`src/rtl/csa_seq_pkg.sv`:
```
// Shared definitions for the carry-save frame-sum sequencer.
// Latency: n/a (types and constants only).
// Backpressure: n/a.
// Contents: default lane/result widths, beat-length width, FSM state type.
package csa_seq_pkg;

  localparam int DW_DEF = 4;   // operand lane width
  localparam int RW_DEF = 10;  // result width; 15 beats * 4 lanes * 15 = 900 < 1024
  localparam int LEN_W  = 4;   // beats per frame, 0..15

  typedef enum logic [1:0] {
    IDLE    = 2'd0,
    ACCUM   = 2'd1,
    RESOLVE = 2'd2,
    DONE    = 2'd3
  } state_e;

endpackage

```
`src/rtl/csa_6to2_compressor.sv`:
```
// Combinational 6:2 carry-save reduction of {sum, carry, a, b, c, d}.
// Latency: 0 cycles (pure combinational).
// Backpressure: n/a.
// Ports: sum_i/carry_i (RW) running pair, a_i..d_i (DW) lanes,
//        sum_o/carry_o (RW) reduced pair. sum_o + carry_o == sum of inputs mod 2^RW.
module csa_6to2_compressor
  import csa_seq_pkg::*;
#(
  parameter int DW = DW_DEF,
  parameter int RW = RW_DEF
) (
  input  logic [RW-1:0] sum_i,
  input  logic [RW-1:0] carry_i,
  input  logic [DW-1:0] a_i,
  input  logic [DW-1:0] b_i,
  input  logic [DW-1:0] c_i,
  input  logic [DW-1:0] d_i,
  output logic [RW-1:0] sum_o,
  output logic [RW-1:0] carry_o
);

  // One 3:2 full-adder row; the carry vector is weighted one bit up.
  // Dropping the MSB carry is safe: the true frame sum never reaches 2^RW.
  function automatic logic [2*RW-1:0] csa3(input logic [RW-1:0] x,
                                           input logic [RW-1:0] y,
                                           input logic [RW-1:0] z);
    logic [RW-1:0] s;
    logic [RW-1:0] c;
    s = x ^ y ^ z;
    c = ((x & y) | (x & z) | (y & z)) << 1;
    return {c, s};
  endfunction

  logic [RW-1:0] a_x, b_x, c_x, d_x;
  logic [RW-1:0] s1, c1, s2, c2, s3, c3;

  assign a_x = {{(RW-DW){1'b0}}, a_i};
  assign b_x = {{(RW-DW){1'b0}}, b_i};
  assign c_x = {{(RW-DW){1'b0}}, c_i};
  assign d_x = {{(RW-DW){1'b0}}, d_i};

  // Two parallel rows reduce 6 -> 4, then two serial rows reduce 4 -> 3 -> 2.
  assign {c1, s1}         = csa3(sum_i, carry_i, a_x);
  assign {c2, s2}         = csa3(b_x, c_x, d_x);
  assign {c3, s3}         = csa3(s1, c1, s2);
  assign {carry_o, sum_o} = csa3(s3, c3, c2);

endmodule

```
`src/rtl/csa_sum_sequencer.sv`:
```
// Frame accumulator: sums len_i beats of four lanes in carry-save form, resolves once.
// Latency: result valid registered one edge after the last-beat edge (seen at the 2nd edge).
// Backpressure: op_ready_o only in ACCUM; result held in DONE until res_ready_i.
// Ports: clk_i, rst_n_i (async low), start_i/len_i frame request, a_i..d_i + op_valid_i/op_ready_o
//        beat channel, res_o/res_valid_o/res_ready_i result channel, busy_o.
// Option: define CSA_SEQ_STAT_EN to add frame_cnt_o (8-bit count of result handshakes).
module csa_sum_sequencer
  import csa_seq_pkg::*;
#(
  parameter int DW = DW_DEF,
  parameter int RW = RW_DEF
) (
  input  logic             clk_i,
  input  logic             rst_n_i,
  input  logic             start_i,
  input  logic [LEN_W-1:0] len_i,
  input  logic [DW-1:0]    a_i,
  input  logic [DW-1:0]    b_i,
  input  logic [DW-1:0]    c_i,
  input  logic [DW-1:0]    d_i,
  input  logic             op_valid_i,
  output logic             op_ready_o,
  output logic [RW-1:0]    res_o,
  output logic             res_valid_o,
  input  logic             res_ready_i,
`ifdef CSA_SEQ_STAT_EN
  output logic [7:0]       frame_cnt_o,
`endif
  output logic             busy_o
);

  state_e           state_q, state_d;
  logic [LEN_W-1:0] len_q, len_d;
  logic [LEN_W-1:0] cnt_q, cnt_d;
  logic [LEN_W-1:0] cnt_inc;
  logic [RW-1:0]    sum_q, sum_d;
  logic [RW-1:0]    carry_q, carry_d;
  logic [RW-1:0]    res_q, res_d;
  logic [RW-1:0]    csa_sum, csa_carry;

  csa_6to2_compressor #(.DW(DW), .RW(RW)) u_csa (
    .sum_i   (sum_q),
    .carry_i (carry_q),
    .a_i     (a_i),
    .b_i     (b_i),
    .c_i     (c_i),
    .d_i     (d_i),
    .sum_o   (csa_sum),
    .carry_o (csa_carry)
  );

  // Never wraps: the last beat is taken when cnt_q + 1 == len_q <= 15.
  assign cnt_inc = cnt_q + LEN_W'(1);

  always_comb begin
    state_d     = state_q;
    len_d       = len_q;
    cnt_d       = cnt_q;
    sum_d       = sum_q;
    carry_d     = carry_q;
    res_d       = res_q;
    op_ready_o  = 1'b0;
    res_valid_o = 1'b0;
    case (state_q)
      IDLE: begin
        if (start_i) begin
          len_d   = len_i;
          cnt_d   = '0;
          sum_d   = '0;
          carry_d = '0;
          state_d = (len_i == '0) ? RESOLVE : ACCUM;
        end
      end
      ACCUM: begin
        op_ready_o = 1'b1;
        if (op_valid_i) begin
          sum_d   = csa_sum;
          carry_d = csa_carry;
          cnt_d   = cnt_inc;
          if (cnt_inc == len_q) state_d = RESOLVE;
        end
      end
      RESOLVE: begin
        // The only carry-propagate add in the datapath.
        res_d   = sum_q + carry_q;
        state_d = DONE;
      end
      DONE: begin
        res_valid_o = 1'b1;
        if (res_ready_i) state_d = IDLE;
      end
      default: state_d = IDLE;
    endcase
  end

  always_ff @(posedge clk_i or negedge rst_n_i) begin
    if (!rst_n_i) begin
      state_q <= IDLE;
      len_q   <= '0;
      cnt_q   <= '0;
      sum_q   <= '0;
      carry_q <= '0;
      res_q   <= '0;
    end else begin
      state_q <= state_d;
      len_q   <= len_d;
      cnt_q   <= cnt_d;
      sum_q   <= sum_d;
      carry_q <= carry_d;
      res_q   <= res_d;
    end
  end

  assign res_o  = res_q;
  assign busy_o = (state_q != IDLE);

`ifdef CSA_SEQ_STAT_EN
  logic [7:0] frame_cnt_q, frame_cnt_d;

  always_comb begin
    frame_cnt_d = frame_cnt_q;
    if (res_valid_o && res_ready_i) frame_cnt_d = frame_cnt_q + 8'd1;  // wraps 255 -> 0
  end

  always_ff @(posedge clk_i or negedge rst_n_i) begin
    if (!rst_n_i) frame_cnt_q <= '0;
    else          frame_cnt_q <= frame_cnt_d;
  end

  assign frame_cnt_o = frame_cnt_q;
`endif

endmodule

```
`config.mk`:
```
export PLATFORM = sky130hd
export DESIGN_NAME = csa_sum_sequencer
export DESIGN_NICKNAME = d
export VERILOG_FILES = /design/src/rtl/csa_seq_pkg.sv /design/src/rtl/csa_6to2_compressor.sv /design/src/rtl/csa_sum_sequencer.sv
export SDC_FILE = /design/constraint.sdc
export NUM_CORES = 1
export LEC_CHECK = 0
export ABC_AREA = 1
export CORE_MARGIN = 4
export CORE_UTILIZATION = 25
export CTS_CLUSTER_SIZE = 10
export DETAILED_ROUTE_END_ITERATION = 10
export PLACE_DENSITY = 0.49
export SETUP_SLACK_MARGIN = 0.5
export SYNTH_ARGS = -nofsm -noshare
export SYNTH_HDL_FRONTEND = slang
export SYNTH_HIERARCHICAL = 1
export SYNTH_SLANG_ARGS = --single-unit
```
`constraint.sdc`:
```
create_clock -name clk_i -period 2 [get_ports clk_i]
set_input_delay 0.4 -clock clk_i [delete_from_list [all_inputs] [get_ports clk_i]]
set_output_delay 0.4 -clock clk_i [all_outputs]
set_load 0.01 [all_outputs]
```
==> summary.txt, run 1 <==
nets - 503
dpl hpwl - 5240 um
#FFs+latches synth - 40
Comb pwr share - 64.6%
TritonCTS clock tree - yes
vias in the first global route - 2822
GRT overflow - 0
CP Launch Type - input pin
Avg Cell Area, Syn - 8.29 um^2
Synth Warn # - 6
reg2reg end - sum_q[1]$_DFFE_PN0P_
commonest cells after routing, fill and taps aside - nand2_1, dfrtp_1, nand3_1
num ports - 38
sequential share of the synthesized area - 34.9%
ANT cells - 0
worst setup margin - -0.158 ns
routed wire length - 7780 um
DRC violations left - 0
row count - 38
worst vdd ir - 0.748 mV
RePlAce Congestion - 0.762
first-pass GRT wire length - 13100 um
Core ar. - 11000 um^2
initial antenna violation count - 0
Worst Max-Slew Pin Slew - 0.551 ns
Tot Pwr - 5.70 mW
violated checks - negative setup slack
P_int - 3.27 mW
DR iter-0 viols - 114
CTS Buf Count - 5
largest net degree at the start of global routing - 41
maximum clock path buffer count - 2
worst reg2reg setup slack - -0.15 ns
Final ANT Viol Nets - 0
switching part of the total - 42.7%
Slew Viols, Final - 0
vias per inst - 4.44
Synth cell types - 27
Reg clk slew, reported paths - 0.06 ns
DRT Pass-1 Iters - 4
gr usage total - 12.4%
WP data required - 2.22 ns
share of Yosys cell area claimed by the top area cell type - 34.9%
Setup crit end kind - flop
CTS H-tree depth - 2
Power Density - 1330 nW/um^2
post-synth top area cell - dfrtp_1
CP arrival - 2.37 ns
Die X - 115 um
max-slew headroom at the worst pin - 63.3%
period utilisation layout - 108%
clk sinks - 40
fin crit period - 2.16 ns
chip height - 115 um
clock latency on the worst-skew pair - 0.28 ns
Highest Clock Rate - 463 MHz
Netlist Area Pre-Place - 2870 um^2
hold slack - 0.186 ns
clock root cell - clkbuf_16
routed length per placed instance - 13.6 um
HP Class - input pin to async pin
number of max-cap violations - 0
Setup Viol. Count Final - 6
Gate Count Post-Synth - 346
Final Hold Vio Count - 0
switching power - 2.43 mW
vias post-DR - 2541
Layout area overhead - 50.0%
status - finished with violations
clock power share - 13.8%
Lkg Pwr - 2.20 nW
Die Area - 13300 um^2
synth top area cells - dfrtp_1, nand2_1, ha_1, fa_1, nand3_1
share of cells above drive strength 1 - 31.5%
starting density of the core - 26.0%
clk_skew - 0.00477 ns
Worst Path Max Fanout - 1
Flop pwr share - 21.6%
worst r2r src - sum_q[1]$_DFFE_PN0P_
worst reg2reg path depth - 5
RSZ-0062 raised after global routing - true
pre-CTS setup slack - -0.618 ns
commonest non-fill, non-tap cell in the layout - nand2_1
setup_tns - -0.614 ns
port bufs - 37
CP Class - input pin to flop
## per-stage QoR
stage,area [um^2],std cells,utilization [%]
after floorplan,2880,347,-
after global placement,3450,527,31.2
after detailed placement,3450,527,31.2
after CTS,4100,564,37.1
after global routing,4300,572,39.0
final,4300,572,39.0
## cell families (layout without fill, tap and decap cells)
family	count (synthesis)	after routing	synth area share, %
buffers and inverters	51	136	7.76
AOI/OAI and AO/OA	25	25	5.01
adders and majority gates	46	46	24.2
muxes	2	2	0.785
and+or+nand+nor	176	176	25.6
DFF	40	40	34.9
other	1	2	0.131
xor gates and xnor gates	5	5	1.53
## timing repair
item,CTS,global route
endpoints found under the hold margin,0,0
setup buffers,26,8
hold buffers,0,0
cloned,4,0
gates resized for setup,117,38
setup endpoints to repair,48,38
pin swaps,35,22
## synth_stat cells
cell	number
nand2_1	117
dfrtp_1	40
nand3_1	39
inv_1	38
ha_1	30
fa_1	16
nor2_1	10
a21oi_1	9
o21ai_0	9
nand4_1	5
xnor2_1	5
inv_2	4
buf_6	3
buf_4	2
clkbuf_1	2
mux2_2	2
nand3b_1	2
o21a_1	2
o21ai_2	2
o22ai_1	2
a21oi_2	1
buf_1	1
buf_2	1
conb_1	1
nor3_1	1
or2_1	1
or2_2	1
## critical path: stages
cell and delay [ns]:
dlygate4sd2_1 0.27, fa_1 0.59, fa_1 0.45, fa_2 0.53, nand3_1 0.06, o21ai_1 0.07
## how the worst max path moves through the flow
stage	start	end	slack, ns	cells after the start
finish	a_i[1]	sum_q[1]$_DFFE_PN0P_	-0.16	6
global route	carry_q[3]$_DFFE_PN0P_	sum_q[3]$_DFFE_PN0P_	-0.23	7
CTS	carry_q[3]$_DFFE_PN0P_	sum_q[3]$_DFFE_PN0P_	-0.24	7
detailed placement	a_i[3]	sum_q[3]$_DFFE_PN0P_	-0.62	8
global placement	d_i[3]	sum_q[3]$_DFFE_PN0P_	-0.62	6
floorplan	d_i[2]	sum_q[2]$_DFFE_PN0P_	-0.08	5
## power by group through the flow
stage	Sequential, mW	Clock, mW	Combinational (mW)
floorplan	1.26	0	1.60
global placement	1.26	0	2.34
detailed placement	1.27	0	2.37
CTS	1.24	0.798	3.41
global route	1.27	0.832	4.09
finish	1.23	0.787	3.68
## registers in the layout (all words and copies together), names as in the netlist
name and flops:
res_o 10, cnt_q 4, sum_q 10, len_q 4, carry_q 10, state_q 2
## area by class of cell
type	instances	area, um^2
clock buffers	6	129
clock inverters	1	5.00
fillers	1114	6730
inverters	42	184
multi-input cells	256	2000
flip-flops and latches	40	1000
well taps	140	175
repair buffers	84	782
repair inverters	3	26.3
## routing by layer
metal / vias to the layer above / track usage (%) / part of all wire [%]
met5: - / 0 / 0
met4: 0 / 2.90 / 1.8
met3: 12 / 2.26 / 2.6
met2: 40 / 24.2 / 53
met1: 1211 / 13.8 / 42
li1: 1278 / - / -
No activity file was read; power rests on OpenSTA's default activity.
==> run 2, diff against run 1 <==
--- a/config.mk
+++ b/config.mk
@@ -6,13 +6,11 @@
 export NUM_CORES = 1
 export LEC_CHECK = 0
 export ABC_AREA = 1
-export CORE_MARGIN = 4
 export CORE_UTILIZATION = 25
 export CTS_CLUSTER_SIZE = 10
 export DETAILED_ROUTE_END_ITERATION = 10
-export PLACE_DENSITY = 0.49
+export PLACE_DENSITY = 0.5
 export SETUP_SLACK_MARGIN = 0.5
 export SYNTH_ARGS = -nofsm -noshare
 export SYNTH_HDL_FRONTEND = slang
-export SYNTH_HIERARCHICAL = 1
 export SYNTH_SLANG_ARGS = --single-unit
==> run 2 against run 1 <==
The run still ends with negative setup slack left; die area shrank 20%; worst setup slack got worse by 0.015 ns; clock-buffer cell count fell by 1; worst hold slack worse by 0.13 ns; first-iteration DRC count down 50%; flip-flop and latch count down 2; power is 1.1% higher; cell count fell by 11%; synthesized area decreased by 11%; largest power group unchanged; sequential power is 5% lower; routed wire length decreased by 13%; critical path depth increased by 1.
==> summary.txt, run 2 <==
status - finished with violations
violated checks - negative setup slack
HP Class - input pin to async pin
CTS Buf Count - 5 (unchanged)
commonest non-fill, non-tap cell in the layout - nand2_1
Slew Viols, Final - 0 (unchanged)
share of Yosys cell area claimed by the top area cell type - 37.4% (+2.5 points)
clk_skew - 0.0144 ns (+0.00960 ns)
vias post-DR - 2195 (-14%)
crit path cell chain - inv_2 > fa_1 > inv_2 > fa_1 > inv_2 > fa_1 > o22ai_1
maximum clock path buffer count - 2 (unchanged)
Flop pwr share - 20.2% (-1.4 points)
initial antenna violation count - 0 (unchanged)
dpl hpwl - 4220 um (-19%)
CP arrival - 2.36 ns (about the same)
ANT cells - 0 (unchanged)
setup_tns - -0.421 ns (+0.193 ns)
syn nets - 347
vias in the first global route - 2270 (-20%)
Worst Path Max Fanout - 2 (+1)
chip height - 103 um (-11%)
Final Hold Vio Count - 0 (unchanged)
clk sinks - 38 (-5.0%)
worst reg2reg path depth - 7 (+2)
CP Launch Type - flop
Comb pwr share - 65.6% (+1.0 points)
P_int - 3.43 mW (+4.9%)
worst reg2reg setup slack - -0.17 ns (-0.02 ns)
Setup Viol. Count Final - 5 (-1)
DRC violations left - 0 (unchanged)
Highest Clock Rate - 460 MHz (-0.69%)
num ports - 38 (unchanged)
sequential share of the synthesized area - 37.4% (+2.5 points)
routed length per placed instance - 13.2 um (-2.6%)
# fillers - 964 (-13%)
switching part of the total - 40.6% (-2.1 points)
Slowest-stage cell, CP - fa_1
Layout area overhead - 66.6%
gr usage total - 13.3% (+0.92 points)
Post-CTS Hold Fix Bufs - 0 (unchanged)
CTS H-tree depth - 2 (unchanged)
Core ar. - 9820 um^2 (-11%)
CP top delay family - adder cells
nets - 444 (-12%)
Die X - 103 um (-11%)
GRT overflow - 0 (unchanged)
Most used DFF post-synth - dfrtp_1
Synth Warn # - 0 (-6)
TritonCTS clock tree - yes
CP Class - flop to flop
Commonest cells post-synth - nand2_1, inv_1, dfrtp_1
Reg clk slew, reported paths - 0.09 ns (+0.03 ns)
post-synth top area cell - dfrtp_1
fin crit period - 2.17 ns (+0.0150 ns)
Worst Max-Slew Pin Slew - 0.513 ns (-0.0382 ns)
worst r2r src - carry_q[3]$_DFFE_PN0P_
Lkg Pwr - 2.09 nW (-5.1%)
WP data required - 2.18 ns (-0.04 ns)
row count - 36 (-5.3%)
Netlist Area Pre-Place - 2540 um^2 (-11%)
Final ANT Viol Nets - 0 (unchanged)
#FFs+latches synth - 38 (-5.0%)
Die Area - 10600 um^2 (-20%)
top-count cell post-synth - nand2_1
Setup crit end kind - flop
starting density of the core - 25.9% (-0.13 points)
Post-synth EDFFs - 0 (unchanged)
Avg Cell Area, Syn - 9.11 um^2 (+9.8%)
Synth cell types - 28 (+3.7%)
commonest cells after routing, fill and taps aside - nand2_1, dfrtp_1, inv_1
clock latency on the worst-skew pair - 0.30 ns (+0.02 ns)
synth top area cells - dfrtp_1, fa_1, ha_1, nand2_1, inv_1
Layout Cells excl Fill - 510 (-11%)
CP peak stage delay - 0.53 ns (-0.06 ns)
Cells after DPL - 457 (-13%)
CP Buf/Inv Count - 3 (+2)
number of max-cap violations - 0 (unchanged)
hold slack - 0.0599 ns (-0.126 ns)
DRT Pass-1 Iters - 4 (unchanged)
clock power share - 14.2% (+0.4 points)
RePlAce Congestion - 0.809 (+6.2%)
Power Density - 1360 nW/um^2 (+2.8%)
RSZ-0062 raised after global routing - true
switching power - 2.34 mW (-3.9%)
vias per inst - 4.30 (-3.1%)
Post-synth ARST share - 100% (unchanged)
worst vdd ir - 0.486 mV (-35%)
share of cells above drive strength 1 - 43.8% (+12 points)
routed wire length - 6750 um (-13%)
worst setup margin - -0.173 ns (-0.0150 ns)
clock root cell - clkbuf_8
reg2reg end - sum_q[3]$_DFFE_PN0P_
max-slew headroom at the worst pin - 65.8% (+2.5 points)
final core occ - 43.1% (+4.1 points)
period utilisation layout - 109% (+0.75 points)
DR iter-0 viols - 57 (-50%)
port bufs - 37 (unchanged)
Gate Count Post-Synth - 279 (-19%)
largest net degree at the start of global routing - 21 (-49%)
first-pass GRT wire length - 10800 um (-18%)
[run 2: cell types whose count changed in the layout (fill, tap and decap cells not counted), sizes merged, moves of 5 or more]
cell   previous run  this run
buf              51        63
nand2           117        71
nand3            39        23
ha               30        25
o21ai            11        23
inv              43        48
a21oi            10         5
nor2             10         4
[run 2: repair_timing]
item | 4_1_cts | 5_1_grt
endpoints found under the setup margin | 42 | 34
gates resized for setup | 132 | 55
buffers inserted | 32 | 9
pin swaps | 43 | 42
gates cloned | 3 | 1
[run 2: power by group through the flow]
stage	logic, mW	registers [mW]	clock network (mW)
floorplan	1.37	1.18	0
global placement	2.09	1.19	0
detailed placement	2.13	1.20	0
CTS	3.34	1.16	0.824
global route	4.12	1.19	0.866
finish	3.78	1.17	0.817
[run 2: cells by family after synthesis]
| family | after synthesis | share of synthesized area [%] |
|---|---|---|
| compound gates | 35 | 8.37 |
| xor+xnor | 6 | 2.07 |
| fa+ha+maj | 43 | 26.5 |
| buf+inv | 54 | 8.57 |
| flops | 38 | 37.4 |
| mux | 1 | 0.443 |
| simple gates | 102 | 16.6 |
[run 2: final cells by class]
class / count / area, um^2 / area share (%)
inverter: 49 / 208 / 4.91
clock buffer: 5 / 68.8 / 1.63
timing repair inverter: 1 / 16.3 / 0.384
multi-input combinational: 187 / 1770 / 41.8
timing repair buffer: 94 / 983 / 23.2
sequential: 38 / 952 / 22.5
tap: 133 / 166 / 3.93
clock inverter: 3 / 68.8 / 1.63
[run 2: stage by stage]
| stage | setup slack (ns) | total power [mW] | instance area (um^2) |
|---|---|---|---|
| 6_report | -0.173 | 5.77 | 4230 |
| 5_1_grt | -0.238 | 6.18 | 4230 |
| 4_1_cts | -0.255 | 5.33 | 3940 |
| 3_5_place_dp | -0.648 | 3.32 | 3180 |
| 3_3_place_gp | -0.613 | 3.28 | 3180 |
| 2_1_floorplan | -0.134 | 2.55 | 2560 |
[run 2: worst max-delay path by stage]
stage	from	depth (start not counted)	endpoint
finish	carry_q[3]$_DFFE_PN0P_	7	sum_q[3]$_DFFE_PN0P_
floorplan	d_i[3]	5	sum_q[3]$_DFFE_PN0P_
CTS	sum_q[3]$_DFFE_PN0P_	7	sum_q[3]$_DFFE_PN0P_
detailed placement	a_i[3]	8	sum_q[3]$_DFFE_PN0P_
global route	carry_q[3]$_DFFE_PN0P_	7	sum_q[3]$_DFFE_PN0P_
global placement	d_i[3]	6	sum_q[3]$_DFFE_PN0P_
[run 2: layer usage]
metal	up-vias	track usage, %	routed length (um)
met2	22	23.7	3480
met5	-	0	0
met3	7	2.44	158
li1	1083	-	-
met1	1083	16.7	3060
met4	0	3.25	59
==> run 3, diff against run 2 <==
--- a/config.mk
+++ b/config.mk
@@ -9,7 +9,7 @@
 export CORE_UTILIZATION = 25
 export CTS_CLUSTER_SIZE = 10
 export DETAILED_ROUTE_END_ITERATION = 10
-export PLACE_DENSITY = 0.5
+export PLACE_DENSITY_LB_ADDON = 0.3
 export SETUP_SLACK_MARGIN = 0.5
 export SYNTH_ARGS = -nofsm -noshare
 export SYNTH_HDL_FRONTEND = slang
==> run 3 against run 2 <==
The flow still finishes with violations (negative setup slack); maximum frequency decreased by 2.2%; die area unchanged; sequential power about the same; worst setup slack got worse by 0.050 ns; critical endpoint unchanged; largest cell class unchanged.
==> summary.txt, run 3 (synthesized netlist as in run 2, its figures left out) <==
CP Class - flop to flop
Slew Viols, Final - 0 (unchanged)
RePlAce Congestion - 0.832 (+2.8%)
Final Hold Vio Count - 0 (unchanged)
worst reg2reg setup slack - -0.22 ns (-0.05 ns)
setup_tns - -0.497 ns (-0.0751 ns)
clk_skew - 0.00306 ns (-0.0113 ns)
CP arrival - 2.45 ns (+0.09 ns)
share of cells above drive strength 1 - 42.5% (-1.2 points)
period utilisation layout - 111% (+2.5 points)
Setup Viol. Count Final - 5 (unchanged)
reg2reg end - sum_q[3]$_DFFE_PN0P_
HP Class - input pin to async pin
DR iter-0 viols - 56 (-1.8%)
worst setup margin - -0.223 ns (-0.0499 ns)
Storage cell area - 952 um^2 (unchanged)
fin crit period - 2.22 ns (+0.0499 ns)
worst reg2reg path depth - 7 (unchanged)
gr usage total - 12.6% (-0.73 points)
CP Launch Type - flop
pre-CTS setup slack - -0.639 ns (+0.00868 ns)
number of max-cap violations - 0 (unchanged)
CP peak stage delay - 0.53 ns (about the same)
port bufs - 37 (unchanged)
RSZ-0062 raised after global routing - true
CTS Buf Count - 5 (unchanged)
GRT overflow - 0 (unchanged)
Die Area - 10600 um^2 (unchanged)
WP data required - 2.22 ns (+0.04 ns)
status - finished with violations
Power Density - 1350 nW/um^2 (-0.99%)
nets - 436 (-1.8%)
num ports - 38 (unchanged)
routed wire length - 6360 um (-5.8%)
# fillers - 963 (-0.10%)
Reg clk slew, reported paths - 0.08 ns (about the same)
Setup crit end kind - flop
Tot Pwr - 5.48 mW (-5.0%)
Lkg Pwr - 2.00 nW (-4.1%)
chip height - 103 um (unchanged)
crit path cell chain - inv_2 > fa_1 > inv_2 > fa_2 > inv_2 > fa_1 > o22ai_1
TritonCTS clock tree - yes
routed length per placed instance - 12.7 um (-4.3%)
max-slew headroom at the worst pin - 80.6% (+15 points)
commonest cells after routing, fill and taps aside - nand2_1, dfrtp_1, inv_1
Highest Clock Rate - 450 MHz (-2.2%)
Routed met1 length - 2940 um (-3.8%)
Worst Max-Slew Pin Slew - 0.289 ns (-0.223 ns)
violated checks - negative setup slack
Final ANT Viol Nets - 0 (unchanged)
initial antenna violation count - 0 (unchanged)
row count - 36 (unchanged)
vias per inst - 4.26 (-1.0%)
multi-input logic area - 1760 um^2 (-0.71%)
clock latency on the worst-skew pair - 0.29 ns (about the same)
met3 routed WL - 190 um (+20%)
worst vdd ir - 0.506 mV (+4.1%)
CTS H-tree depth - 2 (unchanged)
Top Layer Used - met4
commonest non-fill, non-tap cell in the layout - nand2_1
clock root cell - clkbuf_8
ANT cells - 0 (unchanged)
WL met2 - 3170 um (-8.8%)
Worst Path Max Fanout - 2 (unchanged)
Layout area overhead - 59.8%
Core ar. - 9820 um^2 (unchanged)
maximum clock path buffer count - 2 (unchanged)
dpl hpwl - 4090 um (-3.2%)
cell repeated most along the worst path - inv_2
DRC violations left - 0 (unchanged)
first-pass GRT wire length - 10100 um (-6.2%)
worst r2r src - carry_q[3]$_DFFE_PN0P_
Die X - 103 um (unchanged)
Slowest-stage cell, CP - fa_1
clk sinks - 38 (unchanged)
largest net degree at the start of global routing - 39 (+86%)
Post-CTS Hold Fix Bufs - 0 (unchanged)
DRT Pass-1 Iters - 4 (unchanged)
starting density of the core - 25.9% (unchanged)
vias post-DR - 2138 (-2.6%)
vias in the first global route - 2155 (-5.1%)
run 3: per-layer routing:
metal	global-route usage (%)	vias up
met5	0	-
met4	3.14	0
met3	2.64	8
met2	20.9	40
met1	16.8	1031
li1	-	1059
run 3: power by group:
group / internal, mW / switching [mW] / total, mW
sequential: 0.996 / 0.177 / 1.17
clock: 0.368 / 0.301 / 0.669
combinational: 1.83 / 1.81 / 3.64
total: 3.19 / 2.29 / 5.48
run 3: worst max-delay path: cells and delay by family, from the launching register on:
kind | cells | cell delay, ns
AOI/OAI and AO/OA | 1 | 0.16
adders and majority gates | 3 | 1.48
buffers and inverters | 3 | 0.14
DFF | 1 | 0.38
run 3: layout make-up:
cell class | instances | area share [%]
Clock buffer | 5 | 1.69
Timing Repair inverter | 1 | 0.401
Tap cell | 133 | 4.10
Inverter | 49 | 5.24
Sequential cell | 38 | 23.5
Multi-Input combinational cell | 187 | 43.3
Timing Repair Buffer | 86 | 20.9
Clock inverter | 3 | 0.986
run 3: what timing repair did:
action,CTS,global route
setup endpoints to repair,47,34
resized for setup,125,64
buffers inserted,29,7
gates cloned,2,0
pin swaps,34,42
run 3: worst max path at each step:
stage | from | to | slack, ns | cells past startpoint
after CTS | carry_q[2]$_DFFE_PN0P_ | sum_q[2]$_DFFE_PN0P_ | -0.25 | 5
after floorplan | d_i[3] | sum_q[3]$_DFFE_PN0P_ | -0.13 | 5
after detailed placement | d_i[3] | sum_q[3]$_DFFE_PN0P_ | -0.64 | 6
after global routing | carry_q[3]$_DFFE_PN0P_ | sum_q[3]$_DFFE_PN0P_ | -0.28 | 7
after global placement | d_i[3] | sum_q[3]$_DFFE_PN0P_ | -0.61 | 6
final | carry_q[3]$_DFFE_PN0P_ | sum_q[3]$_DFFE_PN0P_ | -0.22 | 7
run 3: metrics by stage:
step / cell area (um^2) / utilization (%) / instances / hold WS [ns]
after global placement: 3180 / 32.3 / 456 / 0.394
after detailed placement: 3180 / 32.3 / 456 / 0.392
final: 4060 / 41.3 / 502 / 0.0640
after CTS: 3760 / 38.3 / 495 / 0.0783
after global routing: 4060 / 41.3 / 502 / 0.0752
after floorplan: 2560 / - / 279 / 0.104
==> RTL edit 1: new RTL, config.mk and constraints of run 3 <==
`sum_q` and `res_q` no longer have a reset.
--- a/src/rtl/csa_sum_sequencer.sv
+++ b/src/rtl/csa_sum_sequencer.sv
@@ -100,5 +100,3 @@
       cnt_q   <= '0;
-      sum_q   <= '0;
       carry_q <= '0;
-      res_q   <= '0;
     end else begin
@@ -107,6 +105,9 @@
       cnt_q   <= cnt_d;
-      sum_q   <= sum_d;
       carry_q <= carry_d;
-      res_q   <= res_d;
     end
+  end
+
+  always_ff @(posedge clk_i) begin
+    sum_q <= sum_d;
+    res_q <= res_d;
   end
Formal check against the unedited RTL: differs if rst_n_i is asserted again (counterexample within 4 cycles, from zero or initial values and one cycle with rst_n_i low); with rst_n_i held inactive, the same outputs for 4 cycles.
==> RTL edit 1 against run 3 <==
- wire length shrank 15%
- utilization decreased by 1.3 points
- power rose by 1.4%
- area after synthesis shrank 2.7%
- largest power group unchanged
- worst setup slack better by 0.0018 ns
- the run still ends with negative setup slack left
- cell area decreased by 7.2%
- critical endpoint is now sum_q[3]
- worst hold slack gained 0.38 ns
- combinational power fell by 2%
- sequential cell count unchanged
- die area fell by 2.6%
==> RTL edit 1: results (changes against run 3) <==
Worst setup path
  • Crit path DAT: 2.29 ns (was 2.45 ns)
  • Reg-to-Reg Start: sum_q[3] (was carry_q[3])
  • Worst r2r dst: sum_q[3] (unchanged)

Route
  • Avg WL per Cell: 12.13 µm (was 12.68 µm)
  • Met2 wire length: 2899 µm (was 3171 µm)
  • Via count: 1812 (was 2138)
  • Met3 routed WL: 162 µm (was 190 µm)
  • Wire length on met1: 2286 µm (was 2943 µm)
  • Initial drt markers: 35 (was 56)

STA
  • PnR worst setup slack: -0.2211 ns (was -0.2230 ns)
  • TNS Setup: -0.9042 ns (was -0.4965 ns)
  • Slew Limit Headroom: 0.7676 (was 0.8057)
  • Hold WS: 0.4463 ns (was 0.06404 ns)
  • Final number of setup-violating endpoints: 7 (was 5)

Global routing
  • Total GRT Usage: 0.1227 (was 0.1261)
  • Largest net degree at the start of global routing: 19 (was 39)
  • Global routing usage on met3: 0.02277 (was 0.02644)
  • Met1 Track Usage GR: 0.1430 (was 0.1679)

Pwr
  • Sw frac: 0.3941 (was 0.4178)
  • P_leak: 1.757 nW (was 2.002 nW)
  • Overall Power: 5.552 mW (was 5.478 mW)
  • Comb pwr: 3.56 mW (was 3.64 mW)
  • Seq group: 1.46 mW (was 1.17 mW)
  • Peak VDD IR: 0.4443 mV (was 0.5061 mV)

Placed design
  • Post-Place Cell Area: 3137 µm² (was 3176 µm²)
  • DPL Wire Length: 3735 µm (was 4085 µm)
  • Routability Congestion: 0.7663 (was 0.8323)

Layout
  • Share of cells above drive strength 1: 0.3605 (was 0.4255)
  • Final nets: 386 (was 436)

Outcome
  • Failing checks: negative setup slack (unchanged)
  • Status: complete, but fails checks (unchanged)

Synth
  • Post-Syn Area per Cell: 10.62 µm² (was 9.108 µm²)
  • Post-synth EDFFs: 20 (was 0)
  • Most used DFF post-synth: edfxtp_1 (was dfrtp_1)
  • Syn_nets: 301 (was 347)
  • Library cells used by synthesis: 29 (was 28)
==> RTL edit 1: cell count changes after synthesis, moves of 2 or more <==
cell,run 3,this run
o21ai_0,16,6
dfrtp_1,38,18
a21oi_1,4,1
edfxtp_1,0,20
nand2_1,71,39
nor2_1,4,6
o22ai_1,4,2
nand3_1,23,20
o21ai_2,4,0
nand2_2,0,3
xor2_1,2,5
inv_1,46,44
==> RTL edit 1: worst max-delay path by stage <==
stage,endpoint,slack (ns),cells after the start
floorplan,sum_q[2],-0.22,5
global placement,sum_q[1],-0.70,6
detailed placement,sum_q[1],-0.71,6
CTS,sum_q[3],-0.26,7
global route,sum_q[2],-0.28,5
finish,sum_q[3],-0.22,7
==> RTL edit 1: layout make-up <==
| cell class | count | area (µm²) |
|---|---|---|
| Clock buffer | 8 | 80.08 |
| Fill cell | 924 | 5649 |
| Inverter | 48 | 202.7 |
| Multi-Input combinational cell | 145 | 1469 |
| Sequential cell | 38 | 1052 |
| Tap cell | 129 | 161.4 |
| Timing Repair Buffer | 80 | 800.8 |
==> RTL edit 1: timing repair <==
item                                   in CTS  in global routing
pin swaps                                  27                 25
setup buffers                              22                  9
endpoints found under the hold margin       0                  0
gates cloned                                2                  0
resized for setup                          88                 26
setup endpoints to repair                  52                 53
==> RTL edit 1: worst max-delay path: cells and delay by family (launching register included) <==
kind / cells / cell delay (ns)
buffers and inverters: 3 / 0.12
AND/OR/NAND/NOR: 1 / 0.08
adder cells (fa/ha/maj): 3 / 1.42
flip-flops: 1 / 0.37
==> RTL edit 1: logic make-up after synthesis <==
kind of cell / share of synthesized area
fa+ha+maj: 0.2721
compound gates: 0.04755
mux: 0.009104
xor+xnor: 0.03541
simple gates: 0.1300
buf+inv: 0.08093
flops: 0.4249
==> RTL edit 2: new RTL, flow settings as in run 3 <==
Made on the original files. Build with the macro `CSA_SEQ_STAT_EN` defined.
--- a/src/rtl/csa_sum_sequencer.sv
+++ b/src/rtl/csa_sum_sequencer.sv
@@ -6,2 +6,4 @@
 // Option: define CSA_SEQ_STAT_EN to add frame_cnt_o (8-bit count of result handshakes).
+`define CSA_SEQ_STAT_EN
+
 module csa_sum_sequencer
Check against the original RTL (old outputs only; new: frame_cnt_o): equivalent (equiv_simple and equiv_induct, registers matched by name and starting in step).
==> RTL edit 2 against run 3 <==
- highest routed layer unchanged
- critical endpoint is now sum_q[2]
- power increased by 11%
- cell area increased by 12%
- clock power increased by 18%
- maximum frequency increased by 4.0%
- sequential cell count increased by 8
- the run still ends with negative setup slack left
- worst setup slack improved by 0.086 ns
- critical path type is now primary input to register
- die area increased by 16%
- wire length increased by 11%
- area after synthesis increased by 16%
- critical path depth decreased by 1
- final cell count increased by 12%
- sequential share of layout area increased by 1.9 points
- count of clock-buffer cells in the layout unchanged
==> RTL edit 2: results (changes against run 3) <==
Synth
  • Leading post-synthesis cells by cell area: dfrtp_1, fa_1, ha_1, nand2_1, inv_1 (unchanged)
  • Syn_nets: 388 (was 347)
  • Synth warnings: 0 (unchanged)
  • Most frequent cells after synthesis: nand2_1, inv_1, dfrtp_1 (unchanged)
  • Post-synth ARST share: 1.000 (unchanged)
  • Post-Syn Instances: 319 (was 279)
  • Register area share after synthesis: 0.3905 (was 0.3742)
  • Library cells used by synthesis: 28 (unchanged)
  • Most used DFF post-synth: dfrtp_1 (unchanged)

Route
  • Initial drt markers: 50 (was 56)
  • Via count: 2401 (was 2138)
  • Number of iterations in the first detailed-routing pass: 4 (unchanged)
  • Post-Route WL: 7069 µm (was 6364 µm)

Layout
  • Final nets: 488 (was 436)
  • Non-filler cells, final: 562 (was 502)
  • Fill cell count: 1087 (was 963)
  • Diode count: 0 (unchanged)
  • Share of cells above drive strength 1: 0.3580 (was 0.4255)

Placed design
  • Placed Cells: 512 (was 456)
  • PortBufs: 45 (was 37)
  • DPL Wire Length: 4706 µm (was 4085 µm)
  • Routability Congestion: 0.7514 (was 0.8323)

Clock tree
  • Clk_lat worst skew: 0.28 ns
  • Worst-case clock buffer depth: 2 (unchanged)
  • CTS buffer count: 5 (unchanged)
  • Clock Root Buffer: clkbuf_16 (was clkbuf_8)
  • Clk slew on worst S/H paths: 0.06 ns (was 0.08 ns)

Global routing
  • Total GRT Usage: 0.1199 (was 0.1261)
  • Initial antenna violation count: 0 (unchanged)
  • Total global routing overflow: 0 (unchanged)
  • Largest net degree at the start of global routing: 33 (was 39)
  • Global-route wire length before repair: 12010 µm (was 10120 µm)
  • Vias in the first global route: 2524 (was 2155)

STA
  • Slew Limit Headroom: 0.7104 (was 0.8057)
  • Setup Skew: 0.004401 ns (was 0.003057 ns)
  • Final number of setup-violating endpoints: 6 (was 5)
  • PnR worst setup slack: -0.1372 ns (was -0.2230 ns)

Min path
  • Worst Hold Class: primary input to async pin (unchanged)

Pwr
  • P_leak: 2.237 nW (was 2.002 nW)
  • Peak VDD IR: 0.8096 mV (was 0.5061 mV)

Worst setup path
  • Crit path DAT: 2.30 ns (was 2.45 ns)
  • Crit path max fanout: 1 (was 2)

Outcome
  • Status: complete, but fails checks (unchanged)
  • Failing checks: negative setup slack (unchanged)
[RTL edit 2: where the power goes]
| group | switching [mW] | total (mW) | internal, mW |
|---|---|---|---|
| Clock | 0.337 | 0.788 | 0.452 |
| Sequential | 0.226 | 1.45 | 1.22 |
| Combinational | 1.93 | 3.86 | 1.93 |
| Total | 2.49 | 6.09 | 3.60 |
[RTL edit 2: area by class of cell]
cell class,count,area share
Sequential cell,46,0.2534
Clock buffer,5,0.02752
Inverter,59,0.05614
Timing Repair inverter,1,0.001651
Tap cell,143,0.03935
Timing Repair Buffer,99,0.2124
Clock inverter,2,0.002201
Multi-Input combinational cell,207,0.4073
[RTL edit 2: path summary, 6_finish.rpt]
path	startpoint	endpoint	slack, ns	cells past startpoint
min in group clk_i	res_o[4]	res_o[4]	0.46	2
setup reg to reg	carry_q[3]	sum_q[3]	-0.14	7
setup / recovery	d_i[2]	sum_q[2]	-0.14	6
max in group asynchronous	rst_n_i	sum_q[0]	1.29	3
hold reg to reg	res_o[4]	res_o[4]	0.46	2
hold / removal	rst_n_i	carry_q[9]	0.15	2
[RTL edit 2: worst max-delay path, stage by stage]
cell and delay [ns]:
dlygate4sd2_1 0.25, fa_1 0.50, fa_1 0.54, inv_1 0.05, fa_2 0.51, o21ai_1 0.06
[RTL edit 2: kinds of logic after synthesis]
family | count (synthesis) | share of synthesized area
and+or+nand+nor | 109 | 0.1621
AOI/OAI and AO/OA | 42 | 0.08617
adders and majority gates | 44 | 0.2326
buffers and inverters | 66 | 0.09295
DFF | 46 | 0.3905
xor gates and xnor gates | 12 | 0.03565
[RTL edit 2: timing repair]
action	in CTS	in global routing
hold buffers	0	0
resized for setup	131	44
gates cloned	3	1
pin swaps	40	26
setup endpoints to repair	52	41
setup buffers	30	9
[RTL edit 2: per-stage QoR]
stage	TNS, ns	worst slack [ns]	instance area [µm²]
floorplan	-0.4029	-0.1295	2963
global placement	-4.110	-0.6160	3625
detailed placement	-4.221	-0.6284	3625
CTS	-0.8178	-0.2103	4298
global route	-0.8559	-0.2370	4547
finish	-0.3706	-0.1372	4547
[RTL edit 2: layer usage]
metal | wire length (µm) | part of all wire | GRT usage
met1 | 3412 | 0.48 | 0.1670
met2 | 3386 | 0.48 | 0.1967
met3 | 245 | 0.035 | 0.02031
met4 | 24 | 0.0034 | 0.02133
met5 | 0 | 0 | 0
